===== config.mk =====
export PLATFORM = sky130hd
export DESIGN_NAME = bounded_step_counter
export DESIGN_NICKNAME = d
export VERILOG_FILES = /design/src/rtl/bounded_step_counter.sv
export SDC_FILE = /design/constraint.sdc
export NUM_CORES = 1
export LEC_CHECK = 0
export ABC_AREA = 0
export CAP_MARGIN = 20
export CORE_MARGIN = 3
export CORE_UTILIZATION = 45
export DETAILED_ROUTE_END_ITERATION = 8
export PLACE_DENSITY = 0.75
export SLEW_MARGIN = 20
export SYNTH_ARGS = -nofsm -noshare
export SYNTH_HDL_FRONTEND = slang
export SYNTH_SLANG_ARGS = --single-unit

===== constraint.sdc =====
create_clock -name clk -period 2.77 [get_ports clk]
set_input_delay 0.277 -clock clk [delete_from_list [all_inputs] [get_ports clk]]
set_output_delay 0.277 -clock clk [all_outputs]
set_load 0.01 [all_outputs]

===== src/rtl/bounded_step_counter.sv =====
// bounded_step_counter: up/down counter with a programmable step, held inside
// the range [MIN, MAX] and driven by an IDLE/RUN/DONE control FSM.
// Build option: define BOUNDED_COUNTER_WRAP_EN so that a boundary event in RUN
// wraps to the opposite bound and keeps running, instead of saturating and
// stopping in DONE.
module bounded_step_counter #(
  parameter int unsigned            WIDTH  = 8,
  parameter int unsigned            STEP_W = 4,
  parameter logic [WIDTH-1:0]       MIN    = '0,
  parameter logic [WIDTH-1:0]       MAX    = '1
) (
  input  logic              clk,
  input  logic              rst,
  input  logic              start,
  input  logic              en,
  input  logic              load,
  input  logic [WIDTH-1:0]  din,
  input  logic [STEP_W-1:0] step,
  input  logic              up_down,
  output logic [WIDTH-1:0]  count,
  output logic              busy,
  output logic              finish,
  output logic              at_bound
);

  typedef enum logic [1:0] {
    IDLE = 2'd0,
    RUN  = 2'd1,
    DONE = 2'd2
  } state_t;

  state_t           state_q, state_d;
  logic [WIDTH-1:0] count_q, count_d;
  logic             busy_q, busy_d;
  logic             finish_q, finish_d;

  // Arithmetic is carried one bit wider than the count so an overshoot past
  // MAX, or a step larger than the distance to MIN, is visible without
  // any modular wrap of the intermediate value.
  logic [WIDTH:0] count_ext;
  logic [WIDTH:0] step_ext;
  logic [WIDTH:0] sum_ext;
  logic [WIDTH:0] min_plus_step;
  logic           bound_event;
  logic [WIDTH-1:0] load_value;

  assign count_ext     = {1'b0, count_q};
  assign step_ext      = {{(WIDTH + 1 - STEP_W){1'b0}}, step};
  assign sum_ext       = count_ext + step_ext;
  assign min_plus_step = {1'b0, MIN} + step_ext;

  // Clamp the load value into the legal range before it reaches the count.
  always_comb begin
    load_value = din;
    if (din < MIN) begin
      load_value = MIN;
    end else if (din > MAX) begin
      load_value = MAX;
    end
  end

  // A step that would leave the range, or any step taken while already
  // sitting on the bound in the current direction, is a boundary event.
  always_comb begin
    bound_event = 1'b0;
    if (up_down) begin
      bound_event = (count_q == MAX) || (sum_ext > {1'b0, MAX});
    end else begin
      bound_event = (count_q == MIN) || (count_ext < min_plus_step);
    end
  end

  // Next-state logic: rst is handled in the register, then load > start > en.
  always_comb begin
    state_d  = state_q;
    count_d  = count_q;
    finish_d = 1'b0;
    if (load) begin
      count_d = load_value;
      state_d = IDLE;
    end else if (start && (state_q != RUN)) begin
      state_d = RUN;
    end else if ((state_q == RUN) && en) begin
      if (bound_event) begin
        finish_d = 1'b1;
`ifdef BOUNDED_COUNTER_WRAP_EN
        count_d  = up_down ? MIN : MAX;
`else
        count_d  = up_down ? MAX : MIN;
        state_d  = DONE;
`endif
      end else if (up_down) begin
        count_d = sum_ext[WIDTH-1:0];
      end else begin
        count_d = count_q - step_ext[WIDTH-1:0];
      end
    end
    busy_d = (state_d == RUN);
  end

  // State, count and status registers with synchronous active-high reset.
  always_ff @(posedge clk) begin
    if (rst) begin
      state_q  <= IDLE;
      count_q  <= MIN;
      busy_q   <= 1'b0;
      finish_q <= 1'b0;
    end else begin
      state_q  <= state_d;
      count_q  <= count_d;
      busy_q   <= busy_d;
      finish_q <= finish_d;
    end
  end

  assign count    = count_q;
  assign busy     = busy_q;
  assign finish   = finish_q;
  assign at_bound = up_down ? (count_q == MAX) : (count_q == MIN);

endmodule


==> flow_summary.json <==
{
  "worst_setup_path_startpoint": "step[0]",
  "outcome": "complete, no violations",
  "cts_setup_buffers": 0,
  "design.core.area_mm2": 0.00228,
  "globalRouteOverflowTotal": 0,
  "vias_per_cell": 5.58,
  "clock_tree_from_tritoncts": "yes",
  "hold_path_startpoint": "state_q[1]$_SDFF_PP0_",
  "number_of_enable_type_register_cells_in_the_synthesized_netlist": 0,
  "fin_crit_ns": 2.35,
  "synth_xor_xnor_area_share": 0.0318,
  "maxSlewHeadroom": 0.731,
  "worst-slew-pin-transition_ns": 0.403,
  "drt-total-wl_um": 2640,
  "regArea_um2": 240,
  "count_of_maximum_capacitance_violations": 0,
  "syn-mean-instance-area_um2": 7.75,
  "largest_delay_contributor_family_on_the_critical_path": "compound AO/OA/AOI/OAI gates",
  "reg2reg_from": "count[0]$_SDFFE_PP0P_",
  "cts.clk_slew.worst_paths_ns": 0.07,
  "critical-path-max-stage-delay_ns": 0.42,
  "adder_cell_share_of_the_synthesized_area": 0.127,
  "routed_wire_length_per_instance_um": 13.4,
  "power.static_leakage_nw": 0.584,
  "fp.dieArea_mm2": 0.00308,
  "timing.clock.skew_ns": 0.000960,
  "worst-endpoint-arrival_ns": 2.51,
  "gp_congestion": 0.832,
  "finalSetupTns_ns": 0,
  "multi_input_gate_area_in_the_final_layout_um2": 754,
  "synthToLayoutAreaGrowth_pct": 29.8,
  "critical_path_buf_inv_count": 1,
  "final_max_slew_viol_count": 0,
  "finalSetupViolCount": 0,
  "grt_usage": 0.180,
  "ys_seq_area_frac": 0.218,
  "critical_path_maximum_fanout": 5,
  "floorplan.die.width_um": 55.5,
  "drtPass1Iterations": 4,
  "grt_setup_unrepaired": "no",
  "tritoncts.num_buffers": 3,
  "num_vias": 1099,
  "final_antenna_net_count": 0,
  "max_freq_mhz": 426,
  "synth_async_sr_flop_share": 0,
  "p_per_area_mw_per_mm2": 400,
  "post_cts_resize_count": 0,
  "row_count": 17,
  "synth.yosys.warnings": 0,
  "clkLatencyLatePin_ns": 0.27,
  "synth.lib_cells_used.distinct": 44,
  "synth_top_family_by_area": "compound AO/OA/AOI/OAI gates",
  "cp.required_ns": 2.93,
  "grt_max_degree": 19,
  "critPathSlowestCell": "clkdlybuf4s50_1",
  "cts.path.max_buffers": 2,
  "critPathKind": "in -> reg",
  "worst_hold_slack_ns": 0.452,
  "clock_tree.root_cell": "clkbuf_4",
  "hold_path.class": "reg -> reg",
  "first_pass_grt_wire_length_um": 4590,
  "vias_in_the_first_global_route": 1073,
  "critical_path.cell_chain": "clkdlybuf4s50_1 > ha_1 > fa_1 > nand2b_2 > o2bb2ai_4 > a21oi_2 > or3b_1 > o22a_1 > o221a_1",
  "syn_area_mm2": 0.00110,
  "crit_path_start_kind": "input port",
  "layout_worst_path_cycle_share": 0.847,
  "synthesis.nets": 170,
  "grt_antenna_before_repair": 0,
  "ys.flop_type": "dfxtp_1",
  "num-nets-final": 198,
  "finalHoldViolCount": 0,
  "most_frequent_standard_cell_in_the_layout_excluding_fill_and_tap_cells": "clkdlybuf4s50_1",
  "drcViolationCount": 0,
  "clock_sink_count": 12,
  "synthSimpleGateAreaFrac": 0.244,
  "portBuffers": 28,
  "io_pins": 29,
  "fp.dieH_um": 55.5,
  "fillerInstances": 202,
  "initialDrtViolationCount": 30,
  "layout_common_cells": "clkdlybuf4s50_1 (28), nor2_1 (16), inv_1 (15)",
  "ctsHtreeMaxLevel": 1,
  "post_synth_mux_area_share": 0.0284,
  "post_synth_inst_count": 142,
  "worstSetupEndpointType": "flop",
  "hold_buffers": 0,
  "final_layout_size_suffix_gt1_frac": 0.0888,
  "dp_hpwl_um": 2150,
  "floorplan.initialDensity": 0.484,
  "synth_register_bits": 12,
  "insertedDiodeCount": 0,
  "worst_ir_drop_on_vdd_mv": 0.406,
  "synth_compound_gate_area_share": 0.253
}
-- report_power, final --
| group | leakage [nW] | switching [W] | total [W] | internal, W |
|---|---|---|---|---|
| clock | 0.0210 | 0.0000568 | 0.000137 | 0.0000798 |
| combinational | 0.464 | 0.000114 | 0.000229 | 0.000115 |
| sequential | 0.0992 | 0.0000211 | 0.000206 | 0.000185 |
-- through the flow --
stage	area [um^2]	power, W	utilization	worst slack, ns	std cells
global placement	1390	0.000433	0.612	0.171	193
finish	1430	0.000571	0.628	0.423	197
detailed placement	1390	0.000438	0.612	0.125	193
floorplan	1100	0.000356	-	0.536	142
CTS	1430	0.000575	0.628	0.413	197
global route	1430	0.000609	0.628	0.228	197
-- flip-flops by register name (all words and copies together) (netlist names) --
register  count
busy          1
count         8
finish        1
state_q       2
-- synthesized netlist by cell type (all sizes together) (2+ instances only) --
| cell | number | area share |
|---|---|---|
| a2111oi | 6 | 0.060 |
| a211o | 2 | 0.016 |
| a21oi | 12 | 0.058 |
| buf | 6 | 0.035 |
| clkbuf | 2 | 0.0068 |
| dfxtp | 12 | 0.22 |
| fa | 2 | 0.036 |
| ha | 8 | 0.091 |
| inv | 16 | 0.055 |
| mux2i | 2 | 0.018 |
| nand2 | 10 | 0.034 |
| nand2b | 6 | 0.036 |
| nand3 | 2 | 0.0091 |
| nand3b | 2 | 0.014 |
| nor2 | 17 | 0.065 |
| nor2b | 2 | 0.011 |
| nor3 | 8 | 0.036 |
| nor4 | 2 | 0.011 |
| o21ai | 5 | 0.023 |
| o22ai | 3 | 0.017 |
| xor2 | 3 | 0.024 |
-- tightest hold or removal path, delay by kind of cell, from the launching register on --
family | cells | cell delay [ns]
buf+inv | 1 | 0.05
flops | 1 | 0.32
compound gates | 1 | 0.05
-- cells by family after synthesis --
| logic type | count (synthesis) |
|---|---|
| mux | 3 |
| flops | 12 |
| buf+inv | 24 |
| fa+ha+maj | 10 |
| simple gates | 53 |
| xor+xnor | 4 |
| compound gates | 36 |
-- layout make-up --
class,instances,share of cell area
clock buffer,4,0.0254
inverter,16,0.0420
multi-input combinational,106,0.528
sequential,12,0.168
tap,28,0.0245
timing repair buffer,31,0.212
-- worst paths after layout --
kind / slack [ns] / end / depth (start not counted)
max: 0.42 / count[5]$_SDFFE_PP0P_ / 9
min: 0.45 / state_q[1]$_SDFF_PP0_ / 2
max reg2reg: 0.50 / count[5]$_SDFFE_PP0P_ / 8
min reg2reg: 0.45 / state_q[1]$_SDFF_PP0_ / 2
-- layer usage --
metal  routed length (um)  up-vias  track usage
li1                     -      557            -
met1                 1170      507        0.220
met2                 1330       27        0.311
met3                   93        8       0.0257
met4                   56        0       0.0799
met5                    0        -            0
Power figures use the tool's default switching activity.
